<file path="src/rtl/hetszegmens_n.sv">
// hetszegmens_n -- time-multiplexed seven-segment driver for DIGITS digits.
//
// Drives a common-anode display one digit per slot of DIV clocks. New
// digit data is captured into a shadow buffer on load. It is copied to the
// active buffer only at the frame boundary, so a frame never mixes old and
// new data. Optional features:
//   - leading-zero blanking
//   - PWM brightness within each slot
//   - a one-cycle frame-start pulse
//
// Ports
//   clk     system clock
//   rst     synchronous active-high reset
//   din     hex nibbles, din[4i+3:4i] is digit i (digit 0 rightmost)
//   dp      decimal point request per digit, 1 = lit
//   load    one-cycle strobe capturing din/dp into the shadow buffer
//   lz_en   leading-zero suppression enable (live)
//   bright  brightness, 0 = dimmest, all ones = full (live)
//   AN      digit anodes, active low, registered
//   SEG     segments {dp,g,f,e,d,c,b,a}, active low, registered
//   frame   one-cycle pulse in the first cycle of each frame, registered

module hetszegmens_n #(
   parameter int DIGITS   = 4,
   parameter int DIV      = 1000,
   parameter int BRIGHT_W = 3
) (
   input  logic                  clk,
   input  logic                  rst,
   input  logic [4*DIGITS-1:0]   din,
   input  logic [DIGITS-1:0]     dp,
   input  logic                  load,
   input  logic                  lz_en,
   input  logic [BRIGHT_W-1:0]   bright,
   output logic [DIGITS-1:0]     AN,
   output logic [7:0]            SEG,
   output logic                  frame
);

   localparam int CNT_W = $clog2(DIV);
   localparam int IDX_W = $clog2(DIGITS);
   // Wide enough to hold (2^BRIGHT_W) * DIV without overflow.
   localparam int ON_W  = CNT_W + BRIGHT_W + 1;

   localparam logic [CNT_W-1:0] CNT_LAST = CNT_W'(DIV - 1);
   localparam logic [IDX_W-1:0] IDX_LAST = IDX_W'(DIGITS - 1);

   // Active-low a..g pattern for one hex nibble.
   function automatic logic [6:0] hex7(input logic [3:0] nib);
      logic [6:0] pat;
      case (nib)
         4'h0:    pat = 7'h40;
         4'h1:    pat = 7'h79;
         4'h2:    pat = 7'h24;
         4'h3:    pat = 7'h30;
         4'h4:    pat = 7'h19;
         4'h5:    pat = 7'h12;
         4'h6:    pat = 7'h02;
         4'h7:    pat = 7'h78;
         4'h8:    pat = 7'h00;
         4'h9:    pat = 7'h10;
         4'hA:    pat = 7'h08;
         4'hB:    pat = 7'h03;
         4'hC:    pat = 7'h46;
         4'hD:    pat = 7'h21;
         4'hE:    pat = 7'h06;
         4'hF:    pat = 7'h0E;
         default: pat = 7'h7F;
      endcase
      return pat;
   endfunction

   logic [CNT_W-1:0]    cnt_q, cnt_d;
   logic [IDX_W-1:0]    idx_q, idx_d;
   logic [4*DIGITS-1:0] shd_din_q, shd_din_d, act_din_q, act_din_d;
   logic [DIGITS-1:0]   shd_dp_q, shd_dp_d, act_dp_q, act_dp_d;
   logic                pending_q, pending_d;
   logic [DIGITS-1:0]   an_q, an_d;
   logic [7:0]          seg_q, seg_d;
   logic                frame_q, frame_d;

   logic                slot_end_s, frame_end_s, commit_s;
   logic [3:0]          nib_s;
   logic                dig_dp_s, blank_s, zero_above_s, pwm_on_s;
   logic [ON_W-1:0]     on_time_s;

   // Slot timing, load/commit double buffering and frame pulse next state.
   always_comb begin
      slot_end_s  = (cnt_q == CNT_LAST);
      frame_end_s = slot_end_s && (idx_q == IDX_LAST);
      commit_s    = frame_end_s && pending_q;

      if (slot_end_s) begin
         cnt_d = {CNT_W{1'b0}};
         if (idx_q == IDX_LAST) begin
            idx_d = {IDX_W{1'b0}};
         end else begin
            idx_d = idx_q + IDX_W'(1);
         end
      end else begin
         cnt_d = cnt_q + CNT_W'(1);
         idx_d = idx_q;
      end

      // Commit reads the shadow held before this edge; a coincident load
      // refills the shadow and keeps pending set for the next frame.
      if (commit_s) begin
         act_din_d = shd_din_q;
         act_dp_d  = shd_dp_q;
      end else begin
         act_din_d = act_din_q;
         act_dp_d  = act_dp_q;
      end

      if (load) begin
         shd_din_d = din;
         shd_dp_d  = dp;
         pending_d = 1'b1;
      end else begin
         shd_din_d = shd_din_q;
         shd_dp_d  = shd_dp_q;
         pending_d = pending_q && !commit_s;
      end

      frame_d = frame_end_s;
   end

   // Digit selection, blanking, PWM gating and segment decode.
   always_comb begin
      nib_s        = 4'h0;
      dig_dp_s     = 1'b0;
      blank_s      = 1'b0;
      zero_above_s = 1'b1;
      for (int i = 0; i < DIGITS; i++) begin
         if (idx_q == IDX_W'(i)) begin
            nib_s    = act_din_q[4*i +: 4];
            dig_dp_s = act_dp_q[i];
         end else begin
            nib_s    = nib_s;
            dig_dp_s = dig_dp_s;
         end
      end
      // Walk from the top digit down; digit 0 is never a candidate.
      for (int i = DIGITS - 1; i >= 1; i--) begin
         zero_above_s = zero_above_s && (act_din_q[4*i +: 4] == 4'h0);
         if (idx_q == IDX_W'(i)) begin
            blank_s = lz_en && zero_above_s;
         end else begin
            blank_s = blank_s;
         end
      end

      on_time_s = ((ON_W'(bright) + ON_W'(1'b1)) * ON_W'(DIV)) >> BRIGHT_W;
      pwm_on_s  = (ON_W'(cnt_q) < on_time_s);

      if (blank_s) begin
         seg_d = {~dig_dp_s, 7'h7F};
      end else begin
         seg_d = {~dig_dp_s, hex7(nib_s)};
      end

      an_d = {DIGITS{1'b1}};
      if (pwm_on_s && (!blank_s || dig_dp_s)) begin
         for (int i = 0; i < DIGITS; i++) begin
            if (idx_q == IDX_W'(i)) begin
               an_d[i] = 1'b0;
            end else begin
               an_d[i] = 1'b1;
            end
         end
      end else begin
         an_d = {DIGITS{1'b1}};
      end
   end

   // State and registered outputs.
   always_ff @(posedge clk) begin
      if (rst) begin
         cnt_q     <= {CNT_W{1'b0}};
         idx_q     <= {IDX_W{1'b0}};
         shd_din_q <= {(4*DIGITS){1'b0}};
         shd_dp_q  <= {DIGITS{1'b0}};
         act_din_q <= {(4*DIGITS){1'b0}};
         act_dp_q  <= {DIGITS{1'b0}};
         pending_q <= 1'b0;
         an_q      <= {DIGITS{1'b1}};
         seg_q     <= 8'hFF;
         frame_q   <= 1'b0;
      end else begin
         cnt_q     <= cnt_d;
         idx_q     <= idx_d;
         shd_din_q <= shd_din_d;
         shd_dp_q  <= shd_dp_d;
         act_din_q <= act_din_d;
         act_dp_q  <= act_dp_d;
         pending_q <= pending_d;
         an_q      <= an_d;
         seg_q     <= seg_d;
         frame_q   <= frame_d;
      end
   end

   assign AN    = an_q;
   assign SEG   = seg_q;
   assign frame = frame_q;

endmodule

</file>
<file path="config.mk">
export PLATFORM = sky130hd
export DESIGN_NAME = hetszegmens_n
export DESIGN_NICKNAME = d
export VERILOG_FILES = /design/src/rtl/hetszegmens_n.sv
export SDC_FILE = /design/constraint.sdc
export NUM_CORES = 1
export LEC_CHECK = 0
export CORE_UTILIZATION = 35
export CTS_CLUSTER_DIAMETER = 150
export DETAILED_ROUTE_END_ITERATION = 10
export DONT_BUFFER_PORTS = 1
export MAX_ROUTING_LAYER = met4
export PLACE_DENSITY = 0.5
export SYNTH_ARGS = -nofsm -noshare
export SYNTH_HDL_FRONTEND = slang
export SYNTH_SLANG_ARGS = --single-unit
</file>
<file path="constraint.sdc">
create_clock -name clk -period 5.8 [get_ports clk]
set_input_delay 0.87 -clock clk [delete_from_list [all_inputs] [get_ports clk]]
set_output_delay 0.87 -clock clk [all_outputs]
set_load 0.005 [all_outputs]
</file>
# ---- Yosys cells after proc, flatten, opt, wreduce, memory -nomap -nowiden
# Memories as Yosys holds them, arrays and structs flattened. A register that Yosys moved wholly into a read port is not among the register bits.
# Cells that the tools add are included.
dict set report word_totals {
  reg_bits 59
  rom_bits 112
  input_bits 27
  out_inout_bits 13
  word_cells 58
  n_memories 1
}
dict set report op_classes {
  add_sub_neg 3
  multipliers 1
  n_lt_le_gt_ge 1
  eq_ne 4
  n_mux 17
  bitwise_logic 2
  n_reduce_logical 19
}
# name depth word_bits rd rd_ports_with_merged_regs write_ports line_no
set mem_list {}
lappend mem_list {{(no name shown)} 16 7 1 1 0 51} ;# case (nib)
# op count
set ops {}
lappend ops {{2-to-1 mux 4 bit} 4}
lappend ops {{logical NOT 4 bit} 3}
lappend ops {{2-to-1 mux 1 bit} 12}
lappend ops {{less-than comparator 10 x 11 -> 1 bit} 1}
lappend ops {{multiplier 4 x 7 -> 11 bit (second input constant)} 1}
lappend ops {{adder 10 x 1 -> 10 bit (second input constant)} 1}
lappend ops {{== test 10 bit (second input constant)} 1}
lappend ops {{logical AND 1 bit} 9}
lappend ops {{OR reduction 2 bit} 3}
lappend ops {{adder 3 x 1 -> 4 bit (second input constant)} 1}
lappend ops {{== test 2 bit (second input constant)} 2}
lappend ops {{adder 2 x 1 -> 2 bit (second input constant)} 1}
lappend ops {{== test 2 x 1 -> 1 bit (second input constant)} 1}
lappend ops {{logical NOT 1 bit} 2}
lappend ops {{logical NOT 2 bit} 1}
lappend ops {{2-to-1 mux 2 bit} 1}
lappend ops {{NOT 1 bit} 2}
lappend ops {{logical OR 1 bit} 1}

# ---- Longest topological paths before layout
# Gate-level depths: netlist of the first run.
dict set report depth {
  depth_word 10
  mapped_depth 17
}

# ---- Worst setup path before layout of the first run
# OpenSTA, ideal clock, no wires.
dict set report synth_timing {
  kind {input port to flip-flop}
  start {input port bright[0]}
  end {register an_q[0], in the netlist AN[0]}
  arrival_time_ns 4.335
  required_ns 5.673
  slack_ns 1.338
  stages 16
  n_path_buf 0
  cell_sequence {ha_1 -> xor2_1 -> inv_1 -> fa_1 -> fa_1 -> inv_1 -> ha_1 -> a21o_1 -> a21oi_1 -> o21bai_1 -> xnor2_1 -> ha_1 -> a21o_1 -> a211o_1 -> a211oi_1 -> nand2_1}
}
dict set report synth_via {
  elab_chain_cells 6
}
# item line_no
set synth_lines {}
lappend synth_lines {{start, declared} 34} ;# input logic [BRIGHT_W-1:0] bright,
lappend synth_lines {{adder 3 x 1 -> 4 bit} 153} ;# on_time_s = ((ON_W'(bright) + ON_W'(1'b1)) * ON_W'(DIV)) >> BRIGHT_W;
lappend synth_lines {{multiplier 4 x 7 -> 11 bit} 153}
lappend synth_lines {{less-than comparator 10 x 11 -> 1 bit} 154} ;# pwm_on_s = (ON_W'(cnt_q) < on_time_s);
lappend synth_lines {{logical AND 1 bit} 163} ;# if (pwm_on_s && (!blank_s || dig_dp_s)) begin
lappend synth_lines {{NOT 1 bit (no line)} -}
lappend synth_lines {{OR reduction 2 bit (no line)} -}
lappend synth_lines {{end signal, assigned} 186} ;# an_q <= {DIGITS{1'b1}};
lappend synth_lines {{end signal, assigned} 197} ;# an_q <= an_d;
lappend synth_lines {{end, declared} 78} ;# logic [DIGITS-1:0] an_q, an_d;
# No other way between the ends.
# A chain may end at the register's enable or synchronous reset.

# ---- Worst setup path in the final report of the first run
dict set report layout_timing {
  start {input port bright[0]}
  end {register an_q[1], in the netlist AN[1]}
}
# Same word-level chain as after synthesis.

==> results.json, run 1 <==
{
  "place_hpwl_mm": 4.93,
  "critPathKind": "primary input to flip-flop",
  "p_per_area_nw_per_um2": 280,
  "min_period_ps": 4380,
  "first_global_vias": 2344,
  "worstMarginPinSlew_ps": 975,
  "synth_area_leader_cell": "dfxtp_1",
  "fin_ws_ps": 1420,
  "num_antenna_cells": 0,
  "worst_path_largest_cell_delay_ps": 540,
  "ys_seq_area_share_pct": 38.0,
  "ys_warn_count": 0,
  "final_util_pct": 39.0,
  "io_pins": 40,
  "postSynthCellCount": 382,
  "post-place-ws_ps": 1070,
  "syn_avg_cell_area_um2": 9.11,
  "start_util_pct": 35.9,
  "ir_worst_vdd_mv": 0.140,
  "drv_cap": 0,
  "nNetsFinal": 440,
  "setup_violations": 0,
  "fp.dieH_um": 102,
  "grt_pass1_wl_mm": 11.4,
  "ctsRootBufferMaster": "clkbuf_8",
  "max_freq_mhz": 228,
  "first_iter_violations": 108,
  "netlist_area_um2": 3480,
  "numCtsBuffers": 9,
  "rsz0062_at_grt": "false",
  "wirelength_mm": 6.88,
  "hold_class": "flip-flop to flip-flop",
  "antenna_found_initial": 0,
  "clock-sinks": 66,
  "syn-num-nets": 447,
  "worstPathArrival_ps": 4600,
  "synthTopCellsByArea": "dfxtp_1 38%, ha_1 12%, mux2i_1 6.9%",
  "area_growth_pct": 8.63,
  "post_cts_buffers": 0,
  "cts_hold_buf": 0,
  "synthTopCellsByCount": "66 x dfxtp_1, 50 x nand2_1, 42 x nor2_1",
  "clock_latency_ps": 350,
  "drtPass1Iterations": 4,
  "die_w_um": 102,
  "viasPerCell": 4.84,
  "synth_most_common_cell": "dfxtp_1",
  "ys_seq_elements": 66,
  "portBuffers": 0,
  "ant_nets": 0,
  "period_share_pct": 75.5,
  "skew_ps": 8.66,
  "p_leak_nw": 1.56,
  "r2r_slack_ps": 2400,
  "grt_overflow": 0,
  "worstPathCellList": "ha_1, xor2_1, inv_1, fa_1, fa_1, inv_1, ha_1, a21o_1, a21oi_1, o21bai_1, xnor2_1, ha_1, a21o_1, a211o_1, a211oi_1, nand2_1",
  "dp_cells": 497,
  "hold_violations": 0,
  "clk_path_buf_depth": 2,
  "cpMostUsedCell": "ha_1",
  "end_kind": "flip-flop",
  "ys.flop_type": "dfxtp_1",
  "async_flop_share_pct": 0,
  "outcome": "completed",
  "h-tree-depth": 3,
  "clk_pin_slew_ps": 70,
  "slew_headroom_pct": 35.0,
  "cts_tree": "done",
  "drc_errors": 0,
  "instances_no_fill": 513,
  "cts_resized": 0,
  "synth_edf_count": 0,
  "critPathRequiredTime_ps": 6020,
  "nFillCells": 999,
  "dieArea_um2": 10300,
  "fin_hold_ws_ps": 459,
  "synth_cell_types": 47,
  "rows": 36,
  "vias": 2482,
  "startpoint_type": "primary input",
  "track_usage_pct": 14.8,
  "finalSetupTns_ps": 0,
  "synth.top_cell.area_share_pct": 38.0,
  "gp_congestion": 0.807,
  "grt_max_degree": 52,
  "drv_slew": 0,
  "path_max_fanout": 7,
  "coreArea_um2": 9680,
  "crit_slowest_cell": "fa_1",
  "drt-wirelength-per-cell_um": 13.4,
  "drive_gt1_share_pct": 9.47
}
[final timing paths]
check | from | endpoint | depth (start not counted)
worst min register to register | shd_dp_q[3] | act_dp_q[3] | 2
worst max-delay path | bright[0] | AN[1] | 16
worst max register to register | idx_q[0] | SEG[3] | 8
worst min-delay path | shd_dp_q[3] | act_dp_q[3] | 2
[layer usage]
metal / track usage, % / vias up / share of wire, %
met5: - / - / 0
met4: 5.69 / 0 / 1.7
met3: 3.45 / 11 / 4.1
met2: 21.1 / 41 / 42
met1: 20.1 / 1155 / 52
li1: - / 1275 / -
[per-stage QoR]
stage | power (W) | instance area [um^2]
after CTS | 0.00108 | 3780
after global routing | 0.00112 | 3780
after global placement | 0.000629 | 3560
after detailed placement | 0.000632 | 3560
after floorplan | 0.000612 | 3480
final | 0.00106 | 3780
[flip-flops by register name, indices dropped and copies added (netlist names)]
register	flops
AN	4
SEG	8
act_din_q	16
act_dp_q	4
cnt_q	10
frame	1
idx_q	2
pending_q	1
shd_din_q	16
shd_dp_q	4
[layout by cell type (no fill, tap or decap), types with 3 or more instances in the layout]
cell | netlist | routed
a211oi_1 | 4 | 4
a21o_1 | 6 | 6
a21oi_1 | 20 | 20
a21oi_2 | 12 | 12
and3_1 | 3 | 3
clkbuf_8 | 0 | 9
dfxtp_1 | 66 | 66
fa_1 | 6 | 6
ha_1 | 32 | 32
inv_1 | 31 | 31
mux2i_1 | 24 | 24
nand2_1 | 50 | 50
nand3_1 | 7 | 7
nand3b_1 | 4 | 4
nand4_1 | 3 | 3
nor2_1 | 42 | 42
nor4_1 | 3 | 3
o221ai_1 | 4 | 4
xnor2_1 | 5 | 5
xor2_1 | 8 | 8
[power by group]
part           total [W]  internal [W]  leakage [nW]  switching, W
combinational   0.000144     0.0000702         0.905     0.0000739
clock           0.000441      0.000246         0.114      0.000196
sequential      0.000474      0.000466         0.539    0.00000814
[worst max-delay path, delay by kind of cell]
family	cells	cell delay, ps
adder cells (fa/ha/maj)	5	1900
XOR/XNOR	2	380
AO/OA/AOI/OAI	6	1200
buffers and inverters	2	160
AND/OR/NAND/NOR	1	100
[area by class of cell]
type | instances | area, um^2 | area share, %
flip-flops and latches | 66 | 1320 | 34.9
clock buffers | 9 | 124 | 3.28
clock inverters | 7 | 100 | 2.65
well taps | 133 | 166 | 4.40
multi-input cells | 267 | 1950 | 51.7
inverters | 31 | 116 | 3.08
[logic make-up after synthesis]
kind of cell / Yosys count / synth area share (%)
XOR/XNOR: 13 / 3.27
multiplexers: 26 / 7.87
AND/OR/NAND/NOR: 128 / 17.3
flip-flops: 66 / 38.0
buffers and inverters: 49 / 5.93
AO/OA/AOI/OAI: 62 / 12.7
adder cells (fa/ha/maj): 38 / 15.0
Note: power is estimated with default switching activity, not from simulation.
==> inputs of run 2 (changes only) <==
- clock period: 5.8 -> 4.3 ns (I/O delays scaled with it)
==> results.json, run 2 (synthesis results as in run 1) <==
{
  "p_per_area_nw_per_um2": 376,
  "ctsRootBufferMaster": "clkbuf_8",
  "min_period_ps": 3970,
  "cpMostUsedCell": "ha_1",
  "skew_ps": 7.42,
  "area_growth_pct": 9.49,
  "h-tree-depth": 3,
  "crit_slowest_cell": "fa_1",
  "end_kind": "flip-flop",
  "grt_overflow": 0,
  "drt-wirelength-per-cell_um": 13.3,
  "outcome": "completed",
  "first_iter_violations": 120,
  "clock-sinks": 66,
  "track_usage_pct": 14.4,
  "die_w_um": 102,
  "cts_tree": "done",
  "coreArea_um2": 9680,
  "critPathKind": "primary input to flip-flop",
  "crit_start": "bright[0]",
  "slew_headroom_pct": 39.1,
  "nNetsFinal": 444,
  "nFillCells": 990,
  "startpoint_type": "primary input",
  "worstMarginPinSlew_ps": 913,
  "start_util_pct": 35.9,
  "worst_path_largest_cell_delay_ps": 520,
  "power_w": 0.00143,
  "critPathRequiredTime_ps": 4510,
  "ir_worst_vdd_mv": 0.159,
  "post-place-ws_ps": -24.9,
  "viasPerCell": 4.79,
  "path_max_fanout": 7,
  "antenna_found_initial": 0,
  "cts_resized": 0,
  "grt_pass1_wl_mm": 11.1,
  "numCtsBuffers": 9,
  "fp.dieH_um": 102,
  "drv_slew": 0,
  "rsz0062_at_grt": "false",
  "hold_violations": 0,
  "worstPathCellList": "ha_1, xor2_1, inv_1, fa_1, fa_1, inv_1, ha_1, a21o_1, a21oi_1, o21bai_1, xnor2_1, ha_1, a21o_1, a211o_1, a211oi_1, nand2_1",
  "portBuffers": 0,
  "num_antenna_cells": 0,
  "hold_class": "primary input to flip-flop",
  "min-delay-start": "rst",
  "setup_violations": 0,
  "drc_errors": 0,
  "first_global_vias": 2230,
  "worstPathArrival_ps": 4170,
  "p_leak_nw": 1.58,
  "final_cell_mix": "66 x dfxtp_1, 50 x nand2_1, 42 x nor2_1",
  "clock_latency_ps": 340,
  "drive_gt1_share_pct": 10.4,
  "period_share_pct": 92.2,
  "grt_max_degree": 52,
  "dieArea_um2": 10300,
  "cts_hold_buf": 0,
  "largestRegisters": "act_din_q (16), shd_din_q (16), cnt_q (10)",
  "instances_no_fill": 517,
  "final_common_cell": "dfxtp_1",
  "wirelength_mm": 6.88,
  "drtPass1Iterations": 4,
  "final_util_pct": 39.4,
  "clk_path_buf_depth": 2,
  "fin_ws_ps": 334,
  "gp_congestion": 0.817,
  "max_freq_mhz": 252,
  "io_pins": 40,
  "drv_cap": 0,
  "post_cts_buffers": 0,
  "dp_cells": 501,
  "rows": 36,
  "place_hpwl_mm": 5.00,
  "r2r-start": "idx_q[0]",
  "ant_nets": 0,
  "vias": 2476,
  "clk_pin_slew_ps": 80
}
==> run 2: routing by layer <==
metal	track usage, %	share of wire [%]	vias to the layer above
met4	6.35	1.5	0
met5	-	0	-
met3	2.90	3.5	9
met2	20.3	43	38
li1	-	-	1289
met1	19.7	52	1140
==> run 2: path summary, 6_finish.rpt <==
check | endpoint | slack, ps | cells after the start
setup / recovery | AN[2] | 330 | 16
hold / removal | frame | 370 | 1
setup reg to reg | SEG[3] | 950 | 8
hold reg to reg | act_dp_q[1] | 450 | 2
==> run 2: worst max-delay path: cells and delay by family <==
kind	cells	cell delay (ps)
adder cells (fa/ha/maj)	5	1830
XOR/XNOR	2	300
buffers and inverters	2	120
AND/OR/NAND/NOR	1	100
AO/OA/AOI/OAI	6	1160
==> run 2: layout make-up <==
type | instances | area [um^2] | share of cell area, %
Clock inverter | 7 | 100 | 2.63
Clock buffer | 9 | 124 | 3.25
Sequential cell | 66 | 1320 | 34.7
Timing Repair Buffer | 4 | 30.0 | 0.788
Multi-Input combinational cell | 267 | 1950 | 51.2
Inverter | 31 | 116 | 3.05
Tap cell | 133 | 166 | 4.37
==> run 2: per-stage QoR <==
stage	hold slack (ps)	TNS, ps	cell area (um^2)
after floorplan	427	0	3480
after global placement	443	0	3590
after detailed placement	443	-25.4	3590
after CTS	347	0	3810
after global routing	341	0	3810
final	369	0	3810
==> run 2: power breakdown <==
part	switching, W	internal, W	total, W
clock	0.000255	0.000331	0.000586
sequential	0.0000116	0.000629	0.000640
combinational	0.000103	0.000104	0.000206
total	0.000369	0.00106	0.00143
==> inputs of run 3 (changes only) <==
--- a/constraint.sdc
+++ b/constraint.sdc
@@ -3,2 +3,2 @@
 set_output_delay 0.645 -clock clk [all_outputs]
-set_load 0.005 [all_outputs]
+set_load 0.05 [all_outputs]
==> results of run 3 <==
The final DEF is identical to that of run 2. Status: completed.
Among the figures that moved: total power 0.00143 W -> 0.00145 W
